--- config.mk ---
export PLATFORM = sky130hd
export DESIGN_NAME = pipe_decoder
export DESIGN_NICKNAME = d
export VERILOG_FILES = /design/src/rtl/mips_ctrl_pkg.sv /design/src/rtl/ctrl_lut.sv /design/src/rtl/pipe_decoder.sv
export SDC_FILE = /design/constraint.sdc
export NUM_CORES = 1
export LEC_CHECK = 0
export CORE_ASPECT_RATIO = 0.9
export CORE_MARGIN = 10
export CORE_UTILIZATION = 39
export DETAILED_ROUTE_END_ITERATION = 10
export GPL_TIMING_DRIVEN = 0
export HOLD_SLACK_MARGIN = 0.06
export PLACE_DENSITY = 0.82
export SETUP_SLACK_MARGIN = 0.5
export SYNTH_ARGS = -nofsm -noshare
export SYNTH_HDL_FRONTEND = slang
export SYNTH_SLANG_ARGS = --single-unit
--- constraint.sdc ---
create_clock -name clk_i -period 2.2 [get_ports clk_i]
set_input_delay 0.33 -clock clk_i [delete_from_list [all_inputs] [get_ports clk_i]]
set_output_delay 0.33 -clock clk_i [all_outputs]
set_load 0.05 [all_outputs]
--- src/rtl/mips_ctrl_pkg.sv ---
// Shared MIPS control definitions: opcodes, ALU op codes, branch/writeback encodings
// and the packed control bundle carried through the ID/EX register.
package mips_ctrl_pkg;

  localparam logic [5:0] OP_RTYPE = 6'b000000;
  localparam logic [5:0] OP_BGEZ  = 6'b000001;
  localparam logic [5:0] OP_J     = 6'b000010;
  localparam logic [5:0] OP_JAL   = 6'b000011;
  localparam logic [5:0] OP_BEQ   = 6'b000100;
  localparam logic [5:0] OP_BNE   = 6'b000101;
  localparam logic [5:0] OP_BGT   = 6'b000111;
  localparam logic [5:0] OP_ADDI  = 6'b001000;
  localparam logic [5:0] OP_SLTI  = 6'b001010;
  localparam logic [5:0] OP_ORI   = 6'b001101;
  localparam logic [5:0] OP_LUI   = 6'b001111;
  localparam logic [5:0] OP_LW    = 6'b100011;
  localparam logic [5:0] OP_SW    = 6'b101011;

  localparam logic [2:0] ALU_NONE   = 3'b000;
  localparam logic [2:0] ALU_BRANCH = 3'b001;
  localparam logic [2:0] ALU_RTYPE  = 3'b010;
  localparam logic [2:0] ALU_SLT    = 3'b011;
  localparam logic [2:0] ALU_LUI    = 3'b100;
  localparam logic [2:0] ALU_GEZ    = 3'b101;
  localparam logic [2:0] ALU_ADD    = 3'b110;
  localparam logic [2:0] ALU_OR     = 3'b111;

  typedef enum logic [1:0] {
    BR_EQ  = 2'b00,
    BR_GT  = 2'b01,
    BR_GEZ = 2'b10,
    BR_NE  = 2'b11
  } brType_t;

  typedef enum logic [1:0] {
    MTR_ALU  = 2'b00,
    MTR_MEM  = 2'b01,
    MTR_LINK = 2'b11
  } memToReg_t;

  typedef struct packed {
    logic       regWrite;
    logic       aluSrc;
    logic       regDst;
    logic       branch;
    logic       jump;
    logic       memRead;
    logic       memWrite;
    logic       isOri;
    logic       isJal;
    logic       readDataReg;
    logic [2:0] aluOp;
    brType_t    branchType;
    memToReg_t  memToReg;
  } ctrlBundle_t;

endpackage

--- src/rtl/ctrl_lut.sv ---
// Opcode to control-bundle lookup with source-register usage and illegal flag.
// Latency: combinational, no state.
// Backpressure: none; evaluated every cycle regardless of stall or flush.
module ctrl_lut
  import mips_ctrl_pkg::*;
(
  input  logic [5:0]  opcode,
  output ctrlBundle_t ctrl,
  output logic        usesRs,
  output logic        usesRt,
  output logic        illegal
);

  always_comb begin
    ctrl             = '0;
    ctrl.readDataReg = 1'b1;
    usesRs           = 1'b1;
    usesRt           = 1'b0;
    illegal          = 1'b0;
    case (opcode)
      OP_RTYPE: begin
        ctrl.regWrite = 1'b1;
        ctrl.regDst   = 1'b1;
        ctrl.aluOp    = ALU_RTYPE;
        usesRt        = 1'b1;
      end
      OP_ADDI: begin
        ctrl.regWrite = 1'b1;
        ctrl.aluSrc   = 1'b1;
        ctrl.aluOp    = ALU_ADD;
      end
      OP_SLTI: begin
        ctrl.regWrite = 1'b1;
        ctrl.aluSrc   = 1'b1;
        ctrl.aluOp    = ALU_SLT;
      end
      OP_LUI: begin
        ctrl.regWrite = 1'b1;
        ctrl.aluSrc   = 1'b1;
        ctrl.aluOp    = ALU_LUI;
        usesRs        = 1'b0;
      end
      OP_ORI: begin
        ctrl.regWrite = 1'b1;
        ctrl.aluSrc   = 1'b1;
        ctrl.aluOp    = ALU_OR;
        ctrl.isOri    = 1'b1;
      end
      OP_BEQ: begin
        ctrl.branch     = 1'b1;
        ctrl.aluOp      = ALU_BRANCH;
        ctrl.branchType = BR_EQ;
        usesRt          = 1'b1;
      end
      OP_BNE: begin
        ctrl.branch     = 1'b1;
        ctrl.aluOp      = ALU_BRANCH;
        ctrl.branchType = BR_NE;
        usesRt          = 1'b1;
      end
      OP_BGT: begin
        ctrl.branch     = 1'b1;
        ctrl.aluOp      = ALU_BRANCH;
        ctrl.branchType = BR_GT;
        usesRt          = 1'b1;
      end
      OP_BGEZ: begin
        // Compares rs against zero, so the register-file read path is bypassed.
        ctrl.branch      = 1'b1;
        ctrl.aluOp       = ALU_GEZ;
        ctrl.branchType  = BR_GEZ;
        ctrl.readDataReg = 1'b0;
      end
      OP_LW: begin
        ctrl.regWrite = 1'b1;
        ctrl.aluSrc   = 1'b1;
        ctrl.aluOp    = ALU_ADD;
        ctrl.memRead  = 1'b1;
        ctrl.memToReg = MTR_MEM;
      end
      OP_SW: begin
        ctrl.aluOp    = ALU_ADD;
        ctrl.memWrite = 1'b1;
        usesRt        = 1'b1;
      end
      OP_J: begin
        ctrl.jump = 1'b1;
        usesRs    = 1'b0;
      end
      OP_JAL: begin
        ctrl.jump        = 1'b1;
        ctrl.regWrite    = 1'b1;
        ctrl.memToReg    = MTR_LINK;
        ctrl.isJal       = 1'b1;
        ctrl.readDataReg = 1'b0;
        usesRs           = 1'b0;
      end
      default: begin
        ctrl    = '0;
        usesRs  = 1'b0;
        illegal = 1'b1;
      end
    endcase
  end

endmodule

--- src/rtl/pipe_decoder.sv ---
// Registered ID-stage decoder with ID/EX register, load-use detection and CPI counters.
// Latency: 1 cycle from instr_i to outputs; stall_o is same-cycle combinational.
// Backpressure: stall_o holds IF and IF/ID for one cycle while a bubble enters ID/EX.
module pipe_decoder
  import mips_ctrl_pkg::*;
#(
  parameter int ALU_OP_W  = 3,
  parameter int CNT_W     = 16,
  parameter bit HAZARD_EN = 1'b1
) (
  input  logic                clk_i,
  input  logic                rst_i,
  input  logic [31:0]         instr_i,
  input  logic                instr_valid_i,
  input  logic                flush_i,
  output logic                stall_o,
  output logic                valid_o,
  output logic                reg_write_o,
  output logic                alu_src_o,
  output logic                reg_dst_o,
  output logic                branch_o,
  output logic                jump_o,
  output logic                mem_read_o,
  output logic                mem_write_o,
  output logic                is_ori_o,
  output logic                is_jal_o,
  output logic                read_data_reg_o,
  output logic [ALU_OP_W-1:0] alu_op_o,
  output logic [1:0]          branch_type_o,
  output logic [1:0]          mem_to_reg_o,
  output logic [4:0]          rs_o,
  output logic [4:0]          rt_o,
  output logic [4:0]          rd_o,
  output logic [15:0]         imm_o,
  output logic [25:0]         jaddr_o,
  output logic                illegal_o,
  output logic [CNT_W-1:0]    issued_cnt_o,
  output logic [CNT_W-1:0]    bubble_cnt_o
);

  localparam logic [CNT_W-1:0] CNT_MAX = '1;

  ctrlBundle_t         lutCtrl;
  logic                usesRs;
  logic                usesRt;
  logic                lutIllegal;
  ctrlBundle_t         ctrlQ;
  logic                validQ;
  logic                illegalQ;
  logic [4:0]          rsQ;
  logic [4:0]          rtQ;
  logic [4:0]          rdQ;
  logic [15:0]         immQ;
  logic [25:0]         jaddrQ;
  logic [CNT_W-1:0]    issuedQ;
  logic [CNT_W-1:0]    bubbleQ;
  logic                hazardHit;
  logic                loadBubble;
  logic                takeIllegal;

  ctrl_lut uLut (
    .opcode  (instr_i[31:26]),
    .ctrl    (lutCtrl),
    .usesRs  (usesRs),
    .usesRt  (usesRt),
    .illegal (lutIllegal)
  );

  // Only a load sitting in ID/EX can create a hazard; the bubble it forces clears it next cycle.
  assign hazardHit = validQ & ctrlQ.memRead & (rtQ != 5'd0) &
                     ((usesRs & (instr_i[25:21] == rtQ)) |
                      (usesRt & (instr_i[20:16] == rtQ)));
  assign stall_o     = HAZARD_EN & instr_valid_i & ~flush_i & hazardHit;
  assign loadBubble  = flush_i | stall_o | ~instr_valid_i | lutIllegal;
  assign takeIllegal = instr_valid_i & ~flush_i & ~stall_o & lutIllegal;

  always_ff @(posedge clk_i) begin
    if (rst_i) begin
      ctrlQ    <= '0;
      validQ   <= 1'b0;
      illegalQ <= 1'b0;
      rsQ      <= '0;
      rtQ      <= '0;
      rdQ      <= '0;
      immQ     <= '0;
      jaddrQ   <= '0;
      issuedQ  <= '0;
      bubbleQ  <= '0;
    end else if (loadBubble) begin
      ctrlQ    <= '0;
      validQ   <= 1'b0;
      illegalQ <= takeIllegal;
      rsQ      <= '0;
      rtQ      <= '0;
      rdQ      <= '0;
      immQ     <= '0;
      jaddrQ   <= '0;
      if (bubbleQ != CNT_MAX) bubbleQ <= bubbleQ + CNT_W'(1);
    end else begin
      ctrlQ    <= lutCtrl;
      validQ   <= 1'b1;
      illegalQ <= 1'b0;
      rsQ      <= instr_i[25:21];
      rtQ      <= instr_i[20:16];
      rdQ      <= instr_i[15:11];
      immQ     <= instr_i[15:0];
      jaddrQ   <= instr_i[25:0];
      if (issuedQ != CNT_MAX) issuedQ <= issuedQ + CNT_W'(1);
    end
  end

  assign valid_o         = validQ;
  assign reg_write_o     = ctrlQ.regWrite;
  assign alu_src_o       = ctrlQ.aluSrc;
  assign reg_dst_o       = ctrlQ.regDst;
  assign branch_o        = ctrlQ.branch;
  assign jump_o          = ctrlQ.jump;
  assign mem_read_o      = ctrlQ.memRead;
  assign mem_write_o     = ctrlQ.memWrite;
  assign is_ori_o        = ctrlQ.isOri;
  assign is_jal_o        = ctrlQ.isJal;
  assign read_data_reg_o = ctrlQ.readDataReg;
  assign alu_op_o        = ALU_OP_W'(ctrlQ.aluOp);
  assign branch_type_o   = ctrlQ.branchType;
  assign mem_to_reg_o    = ctrlQ.memToReg;
  assign rs_o            = rsQ;
  assign rt_o            = rtQ;
  assign rd_o            = rdQ;
  assign imm_o           = immQ;
  assign jaddr_o         = jaddrQ;
  assign illegal_o       = illegalQ;
  assign issued_cnt_o    = issuedQ;
  assign bubble_cnt_o    = bubbleQ;

endmodule

==> results of run 1 <==
==> routing by layer <==
metal	global-route usage	vias up	wire length, um
met2	0.323	149	6990
li1	-	1750	-
met1	0.179	1763	4530
met4	0.0699	0	391
met3	0.0545	32	942
met5	0	-	0
==> cell type report <==
class | count | area [um^2]
clock buffer | 11 | 153
tap | 122 | 153
sequential | 77 | 1580
buffer | 52 | 422
clock inverter | 5 | 80.1
inverter | 7 | 33.8
timing repair buffer | 185 | 1730
multi-input combinational | 260 | 2200
fill | 669 | 2690
==> cell usage in the layout, fill, tap and decap left out, drive strengths merged, types with 7 or more instances in the layout <==
cell type / n
buf: 91
dlygate4sd2: 79
dfxtp: 77
nor2: 36
clkbuf: 31
clkdlybuf4s50: 27
and2: 26
a21oi: 21
clkdlybuf4s15: 20
nand2: 18
o21ai: 17
xnor2: 14
or3: 12
nor3: 11
nand3: 10
or4: 10
xor2: 8
inv: 8
o31ai: 8
nand4: 7
nor4: 7
==> what timing repair did <==
| item | in CTS | in global routing |
|---|---|---|
| hold buffers | 0 | 0 |
| setup endpoints to repair | 185 | 101 |
| pin swaps | 53 | 28 |
| gates cloned | 5 | 0 |
| setup buffers | 32 | 5 |
| gates resized for setup | 250 | 80 |
==> kinds of logic (layout without fill, tap and decap cells) <==
logic type | Yosys count | in the layout
and+or+nand+nor | 173 | 173
buffers and inverters | 59 | 260
muxes | 4 | 4
AOI/OAI and AO/OA | 59 | 59
DFF | 77 | 77
adders and majority gates | 2 | 2
xor gates and xnor gates | 22 | 22
==> power by group through the flow <==
stage	Clock [mW]	Combinational (mW)	Sequential, mW
floorplan	0	0.141	1.49
detailed placement	0	0.318	1.45
global route	1.33	0.385	1.42
CTS	1.27	0.345	1.41
finish	1.25	0.362	1.41
global placement	0	0.313	1.45
==> synth_stat cells, types with 3 or more instances <==
cell type,instances,area (um^2)
dfxtp_1,77,1540
nor2_1,36,135
buf_4,34,255
and2_1,26,163
a21oi_1,20,100
nand2_1,18,67.6
o21ai_0,16,80.1
xnor2_1,14,123
or3_1,11,68.8
nand3_1,10,50.1
nor3_1,10,50.1
or4_1,9,67.6
o31ai_1,8,60.1
xor2_1,8,70.1
buf_2,7,35.0
clkbuf_1,7,26.3
nand4_1,7,43.8
and3_1,6,37.5
inv_1,6,22.5
nor4_1,6,37.5
nor2b_1,5,31.3
or2_2,5,31.3
buf_6,4,45.0
nor4b_1,4,35.0
or3b_2,4,35.0
nand2b_1,3,18.8
==> how the worst min path moves through the flow <==
stage | endpoint | slack [ns] | cells past startpoint
after floorplan | rt_o[1]$_SDFF_PP0_ | 0.45 | 1
after global placement | bubble_cnt_o[15]$_SDFFE_PP0P_ | 0.48 | 2
after detailed placement | bubble_cnt_o[15]$_SDFFE_PP0P_ | 0.49 | 2
after CTS | jaddr_o[20]$_SDFF_PP0_ | 0.34 | 2
after global routing | jaddr_o[20]$_SDFF_PP0_ | 0.35 | 2
final | jaddr_o[20]$_SDFF_PP0_ | 0.35 | 2
==> stage by stage <==
step / setup slack (ns) / cell area (um^2) / setup TNS (ns) / total power, mW / utilization
2_1_floorplan: -0.175 / 3740 / -1.32 / 1.63 / -
3_3_place_gp: -1.43 / 5320 / -49.47 / 1.76 / 0.588
3_5_place_dp: -1.46 / 5320 / -50.48 / 1.76 / 0.588
4_1_cts: -0.287 / 6150 / -11.95 / 3.02 / 0.680
5_1_grt: -0.390 / 6350 / -21.23 / 3.13 / 0.703
6_report: -0.291 / 6350 / -14.28 / 3.02 / 0.703
==> sequential cells by signal (all words and copies together), names as in the netlist, 3 cells and up <==
register and flops:
alu_op_o 3, bubble_cnt_o 16, imm_o 11, issued_cnt_o 16
rd_o 4, rs_o 5, rt_o 4
==> metrics.yaml, run 1 <==
ant_nets: 0
violations: "setup timing"
synthMuxAreaShare: 0.0119
rows: 33
slowest_stage: "or4_4"
synthCells: 396
arrival_ns: 2.76
hold_path_class: "primary input to register"
cts.sinks: 77
synth_simple_gate_area_share: 0.282
rsz0062_at_grt: "true"
die_w_um: 121
seq_area_frac_synth: 0.431
grt_overflow: 0
antenna_found_initial: 0
layoutNonFillerInstCount: 719
cp_common_cell: "buf_6"
dp.cells: 661
clk_latency_ns: 0.35
ys_async_sr_fraction: 0
dr.pass1.iters: 4
htreeDepth: 3
synth-seq-cells: 77
leakagePower_nw: 2.81
swShare: 0.251
post_synth.cell_area_avg_um2: 9.03
clkTransAtPathRegs_ns: 0.08
antennaDiodeCount: 0
startpoint: "rt_o[1]$_SDFF_PP0_"
hold_ws_ns: 0.351
finalSetupViolCount: 76
synth_fa_ha_area_frac: 0.00700
finalClockSkew_ns: 0.00948
drive_gt1_frac: 0.417
status: "complete, but fails checks"
cp_top_family: "simple AND/OR/NAND/NOR gates"
timing.final.ws_setup_ns: -0.291
vias_per_cell: 5.14
min_from: "instr_i[20]"
synth-edff-count: 0
grt_max_degree: 14
rr_worst_depth: 9
drv_cap: 0
clockBufferDepth: 2
root_buffer: "clkbuf_8"
crit_fanout: 6
power_density_nw_per_um2: 476
synth_nets: 434
gp_congestion: 0.878
timing.rr.end: "reg_dst_o$_SDFF_PP0_"
reg2reg_from: "rt_o[1]$_SDFF_PP0_"
syn-cell-area_um2: 3570
wl_per_cell_um: 17.9
cts_made_buffers: 9
wirelength_um: 12800
num_vias: 3694
io_pins: 145
clock.fmax_mhz: 401
synthFlopType: "dfxtp_1"
max_slew_margin: 0.573
syn_to_final_growth_pct: 77.7
p_seq_frac: 0.468
synth_top_family_by_area: "simple AND/OR/NAND/NOR gates"
drt_iter0_markers: 234
final.period_utilization: 1.13
layout.nets: 630
slew_viol_final: 0
clockPowerShare: 0.413
synth_cell_type_count: 56
first_global_vias: 3790
power_switching_mw: 0.757
cp.depth: 9
crit_buf_inv: 3
die-area_um2: 13400
grt_pass1_wl_um: 19500
start_util: 0.395
tritoncts: "built"
cpPeakStageDelay_ns: 0.52
worstPathRequired_ns: 2.47
worst_slew_pin_slew_ns: 0.641
core_um2: 9040
startpoint_type: "register"
period_minus_slack_ns: 2.49
hpwl_um: 8220
synth_compound_area_frac: 0.105
finalHoldViolCount: 0
internal_power_mw: 2.27
crit_chain: "or4_4, o211ai_1, a21oi_4, buf_6, or3_4, buf_6, or2_1, buf_6, nor4b_4"
end_kind: "register"
die_y_um: 111
portBuffers: 143
critPathKind: "register to register"
drc: 0
peakVddDrop_uv: 375
rrSetupSlack_ns: -0.29
comb_power_share: 0.120
synth_xor_area_frac: 0.0539
synth_warnings: 0
grtUsageTotal: 0.176
critPathCapture: "reg_dst_o$_SDFF_PP0_"
Note: power is estimated with default switching activity, not from simulation.
==> inputs of run 2 (changes only) <==
Settings changed: CORE_UTILIZATION 39 to 57, DONT_BUFFER_PORTS set to 1, PLACE_DENSITY 0.82 to 0.81.
==> run 2 against run 1 <==
The flow still finishes with violations (setup timing); setup slack worse by 0.10 ns; register-to-register slack worse by 0.10 ns; clock skew hardly changed; combinational power is 42% lower; critical path depth is 1 higher; fmax is 4.0% lower; critical path type unchanged.
==> metrics.yaml, run 2 (synthesis results as in run 1) <==
critPathKind: "register to register"
num_vias: 3170  # -14%
portBuffers: 0  # -100%
syn_to_final_growth_pct: 37.5
rrSetupSlack_ns: -0.40  # -0.10 ns
violations: "setup timing"
cts.sinks: 77  # unchanged
tritoncts: "built"
end_kind: "register"
grtUsageTotal: 0.216  # +0.0403
max_slew_margin: 0.512  # -0.0607
final_area_um2: 4920  # -23%
grt_max_degree: 14  # unchanged
crit_chain: "or4_4, o211ai_1, a21oi_4, buf_6, buf_4, buf_4, buf_6, nor4_4, or3b_4, a21oi_2"
slowest_stage: "or4_4"
rows: 27  # -18%
finalHoldViolCount: 0  # unchanged
final_cell_mix: "40 x buf_4, 40 x dfxtp_1, 32 x buf_6"
seq_area_um2: 1610  # +2.1%
wl_per_cell_um: 21.6  # +21%
clock.fmax_mhz: 385  # -4.0%
whs_path_depth: 1  # -1
antenna_found_initial: 0  # unchanged
status: "complete, but fails checks"
hpwl_um: 7410  # -9.9%
htreeDepth: 3  # unchanged
peakVddDrop_uv: 473  # +26%
drv_cap: 0  # unchanged
final.period_utilization: 1.18  # +0.0475
drt_iter0_markers: 107  # -54%
critPathCapture: "issued_cnt_o[15]$_SDFFE_PP0P_"
nFillCells: 359  # -46%
io_pins: 145  # unchanged
worst_slew_pin_slew_ns: 0.731  # +0.0901 ns
period_minus_slack_ns: 2.60  # +0.105 ns
clkTransAtPathRegs_ns: 0.08  # about the same
multi_input_area_um2: 2070  # -5.9%
first_global_vias: 3155  # -17%
start_util: 0.585  # +0.189
layoutNonFillerInstCount: 536  # -25%
ant_nets: 0  # unchanged
hold_path_class: "primary input to register"
crit_fanout: 5  # -1
drive_gt1_frac: 0.477  # +0.0595
timing.final.ws_setup_ns: -0.395  # -0.105 ns
dr.pass1.iters: 5  # +1
die_w_um: 103  # -14%
wirelength_um: 11600  # -10%
finalClockSkew_ns: 0.00912  # -0.000356 ns
rsz0062_at_grt: "true"
cts_made_buffers: 9  # unchanged
gp_congestion: 0.864  # -1.5%
arrival_ns: 2.86  # +0.10 ns
startpoint: "jaddr_o[20]$_SDFF_PP0_"
leakagePower_nw: 1.85  # -34%
reg2reg_from: "jaddr_o[20]$_SDFF_PP0_"
power_density_nw_per_um2: 588  # +24%
worstPathRequired_ns: 2.47  # about the same
grt_pass1_wl_um: 16800  # -14%
startpoint_type: "register"
vias_per_cell: 5.91  # +15%
cpPeakStageDelay_ns: 0.55  # +0.03 ns
finalSetupViolCount: 75  # -1.3%
slew_viol_final: 0  # unchanged
core_um2: 6110  # -32%
layout.nets: 482  # -23%
die_y_um: 95.1  # -14%
timing.rr.end: "issued_cnt_o[15]$_SDFFE_PP0P_"
dp.cells: 483  # -27%
antennaDiodeCount: 0  # unchanged
utilization: 0.804  # +0.101
grt_overflow: 0  # unchanged
rr_worst_depth: 10  # +1
power_mw: 2.89  # -4.4%
drc: 0  # unchanged
root_buffer: "clkbuf_8"
clk_latency_ns: 0.35  # about the same
clockBufferDepth: 2  # unchanged
post-place-ws_ns: -0.391  # +1.07 ns
die-area_um2: 9840  # -27%
placed_area_um2: 3840  # -28%
[run 2: cell types whose count changed in the layout (fill, tap and decap cells not counted), sizes merged]
cell	delta
clkdlybuf4s50	-27
clkdlybuf4s15	-20
clkinv	-1
clkbuf	-12
clkinvlp	+1
buf	-10
dlygate4sd2	-79
[run 2: metrics by stage]
| stage | hold WS (ns) | setup TNS, ns |
|---|---|---|
| 6_report | 0.103 | -18.31 |
| 5_1_grt | 0.0867 | -24.04 |
| 4_1_cts | 0.0861 | -16.32 |
| 3_5_place_dp | 0.454 | -13.35 |
| 3_3_place_gp | 0.452 | -9.65 |
| 2_1_floorplan | 0.451 | -1.32 |
[run 2: area by class of cell]
| class | count | area share |
|---|---|---|
| Clock buffer | 11 | 0.0308 |
| Sequential cell | 77 | 0.328 |
| Multi-Input combinational cell | 260 | 0.422 |
| Timing Repair Buffer | 37 | 0.0881 |
| Tap cell | 87 | 0.0221 |
| Clock inverter | 5 | 0.0165 |
| Inverter | 7 | 0.00687 |
| Buffer | 52 | 0.0858 |
[run 2: where the power goes]
part / internal [mW] / switching, mW / leakage, nW / total [mW]
combinational: 0.0825 / 0.126 / 1.09 / 0.209
sequential: 1.40 / 0.0595 / 0.643 / 1.45
clock: 0.703 / 0.523 / 0.116 / 1.23
total: 2.18 / 0.709 / 1.85 / 2.89
[run 2: worst min path at each step]
stage | from | to | slack (ns)
3_5_place_dp | instr_i[18] | rt_o[2]$_SDFF_PP0_ | 0.45
6_report | instr_i[20] | jaddr_o[20]$_SDFF_PP0_ | 0.10
3_3_place_gp | instr_i[6] | imm_o[6]$_SDFF_PP0_ | 0.45
2_1_floorplan | instr_i[17] | rt_o[1]$_SDFF_PP0_ | 0.45
5_1_grt | instr_i[16] | rt_o[0]$_SDFF_PP0_ | 0.09
4_1_cts | instr_i[15] | jaddr_o[15]$_SDFF_PP0_ | 0.09
[run 2: metal layers]
metal,GRT usage,vias up,part of all wire
li1,-,1456,-
met1,0.228,1510,0.35
met2,0.376,188,0.52
met3,0.103,16,0.12
met5,0,-,0
met4,0.0625,0,0.0091
[run 2: repair_timing]
action,4_1_cts,5_1_grt
setup buffers,23,8
pin swaps,60,19
cloned,5,1
hold buffers,0,0
gates resized for setup,92,41
setup endpoints to repair,79,84
[run 2: critical path: cells and delay by family (launching register included)]
family / cells / cell delay [ns]
buffers and inverters: 4 / 0.51
and+or+nand+nor: 3 / 1.13
AOI/OAI and AO/OA: 3 / 0.45
DFF: 1 / 0.43
==> inputs of run 3 (changes only) <==
Settings changed: CORE_UTILIZATION 57 to 40, PLACE_DENSITY 0.81 to 0.62.
==> run 3 against run 2 <==
The run still ends with setup timing left; global-route usage down 5.2 points; critical path depth down 1; non-clock buffer count unchanged; worst hold slack worse by 0.0023 ns; clock skew up 0.0015 ns; flip-flop and latch count unchanged; critical path type unchanged; largest cell class unchanged.
==> metrics.yaml, run 3 (synthesis results as in run 1) <==
worst_slew_pin_slew_ns: 0.707  # -0.0237 ns
cpPeakStageDelay_ns: 0.54  # about the same
timing.final.ws_setup_ns: -0.409  # -0.0132 ns
grt_pass1_wl_um: 17100  # +2.1%
wl_per_cell_um: 19.6  # -9.0%
worstPathRequired_ns: 2.46  # about the same
gp_congestion: 0.874  # +1.1%
final_common_cell: "buf_4"
hold_ws_ns: 0.101  # -0.00231 ns
crit_fanout: 6  # +1
core_um2: 8650  # +41%
crit_buf_inv: 3  # -1
wirelength_um: 11100  # -3.5%
peakVddDrop_uv: 269  # -43%
root_buffer: "clkbuf_8"
critPathKind: "register to register"
start_util: 0.413  # -0.171
finalHoldViolCount: 0  # unchanged
clockPowerShare: 0.412  # -0.012
power_density_nw_per_um2: 568  # -3.3%
leakagePower_nw: 1.88  # +1.7%
multi_input_area_um2: 2100  # +1.1%
final.period_utilization: 1.19  # +0.00600
status: "complete, but fails checks"
final_area_um2: 4970  # +1.1%
hold_path_class: "primary input to register"
swShare: 0.256  # +0.0112
grt_overflow: 0  # unchanged
rsz0062_at_grt: "true"
p_seq_frac: 0.515  # +0.012
finalClockSkew_ns: 0.0106  # +0.00146 ns
internal_power_mw: 2.10  # -3.6%
die-area_um2: 13100  # +33%
syn_to_final_growth_pct: 39.1
seq_area_um2: 1620  # +0.31%
vias_per_cell: 5.32  # -10%
rows: 32  # +19%
antennaDiodeCount: 0  # unchanged
clockBufferDepth: 2  # unchanged
cts_made_buffers: 9  # unchanged
num_vias: 3021  # -4.7%
final_cell_mix: "43 x buf_4, 36 x dfxtp_1, 31 x nor2_1, 31 x dfxtp_2, 29 x buf_6"
cts.sinks: 77  # unchanged
grtUsageTotal: 0.164  # -0.0524
tritoncts: "built"
utilization: 0.575  # -0.229
placed_area_um2: 3880  # +1.0%
die_y_um: 110  # +15%
first_global_vias: 3093  # -2.0%
startpoint_type: "register"
power_switching_mw: 0.725  # +2.3%
max_slew_margin: 0.528  # +0.0158
layoutNonFillerInstCount: 568  # +6.0%
drt_iter0_markers: 287  # +170%
grt_max_degree: 14  # unchanged
dp.cells: 515  # +6.6%
clkTransAtPathRegs_ns: 0.08  # about the same
hpwl_um: 7650  # +3.2%
comb_power_share: 0.074  # +0.002
nFillCells: 768  # +110%
cp_common_cell: "buf_6"
htreeDepth: 3  # unchanged
die_w_um: 120  # +16%
cp_top_family: "simple AND/OR/NAND/NOR gates"
ant_nets: 0  # unchanged
end_kind: "register"
crit_chain: "or4_4, o211ai_1, a21oi_4, buf_6, or3_4, buf_6, or2_1, buf_6, nor4b_4"
io_pins: 145  # unchanged
finalSetupViolCount: 76  # +1.3%
slowest_stage: "or4_4"
dr.pass1.iters: 5  # unchanged
clk_latency_ns: 0.35  # about the same
portBuffers: 0  # unchanged
arrival_ns: 2.87  # about the same
cts_hold_buf: 0  # unchanged
drive_gt1_frac: 0.488  # +0.0111
drv_cap: 0  # unchanged
violations: "setup timing"
layout.nets: 482  # unchanged
drc: 0  # unchanged
slew_viol_final: 0  # unchanged
period_minus_slack_ns: 2.61  # +0.0132 ns
clock.fmax_mhz: 383  # -0.51%
antenna_found_initial: 0  # unchanged
[run 3: repair_timing]
item                                    CTS  global route
setup buffers                            27             5
endpoints found under the setup margin   82            90
pin swaps                                60            19
gates resized for setup                  94            35
cloned                                    5             0
[run 3: final timing paths]
path / slack (ns) / depth (start not counted) / end / from
worst max-delay path: -0.41 / 9 / reg_dst_o$_SDFF_PP0_ / jaddr_o[20]$_SDFF_PP0_
worst min-delay path: 0.10 / 1 / rd_o[1]$_SDFF_PP0_ / instr_i[12]
worst max register to register: -0.41 / 9 / reg_dst_o$_SDFF_PP0_ / jaddr_o[20]$_SDFF_PP0_
worst min register to register: 0.62 / 2 / issued_cnt_o[0]$_SDFFE_PP0P_ / issued_cnt_o[0]$_SDFFE_PP0P_
[run 3: through the flow]
| step | power, mW | TNS (ns) | worst slack, ns |
|---|---|---|---|
| after floorplan | 1.63 | -1.32 | -0.175 |
| after global placement | 1.66 | -11.50 | -0.357 |
| after detailed placement | 1.66 | -13.82 | -0.386 |
| after CTS | 2.85 | -19.84 | -0.392 |
| after global routing | 2.94 | -27.04 | -0.463 |
| final | 2.83 | -21.11 | -0.409 |
[run 3: final cells by class]
class                      count  share of cell area
buffer                        52              0.0840
clock buffer                  12              0.0332
clock inverter                 4              0.0108
inverter                       7             0.00679
multi-input combinational    260               0.422
sequential                    77               0.325
tap                          119              0.0299
timing repair buffer          37              0.0881
[run 3: power by group through the flow]
stage | Sequential [mW] | Clock (mW) | Combinational [mW]
final | 1.45 | 1.16 | 0.208
after global routing | 1.46 | 1.26 | 0.226
after CTS | 1.45 | 1.20 | 0.199
after detailed placement | 1.49 | 0 | 0.170
after global placement | 1.49 | 0 | 0.167
after floorplan | 1.49 | 0 | 0.141
[run 3: routing by layer]
layer / global-route usage / vias up / wire length [um]
met5: 0 / - / 0
met4: 0.0465 / 0 / 117
met3: 0.0876 / 9 / 1300
met2: 0.270 / 137 / 5430
met1: 0.181 / 1422 / 4290
li1: - / 1453 / -
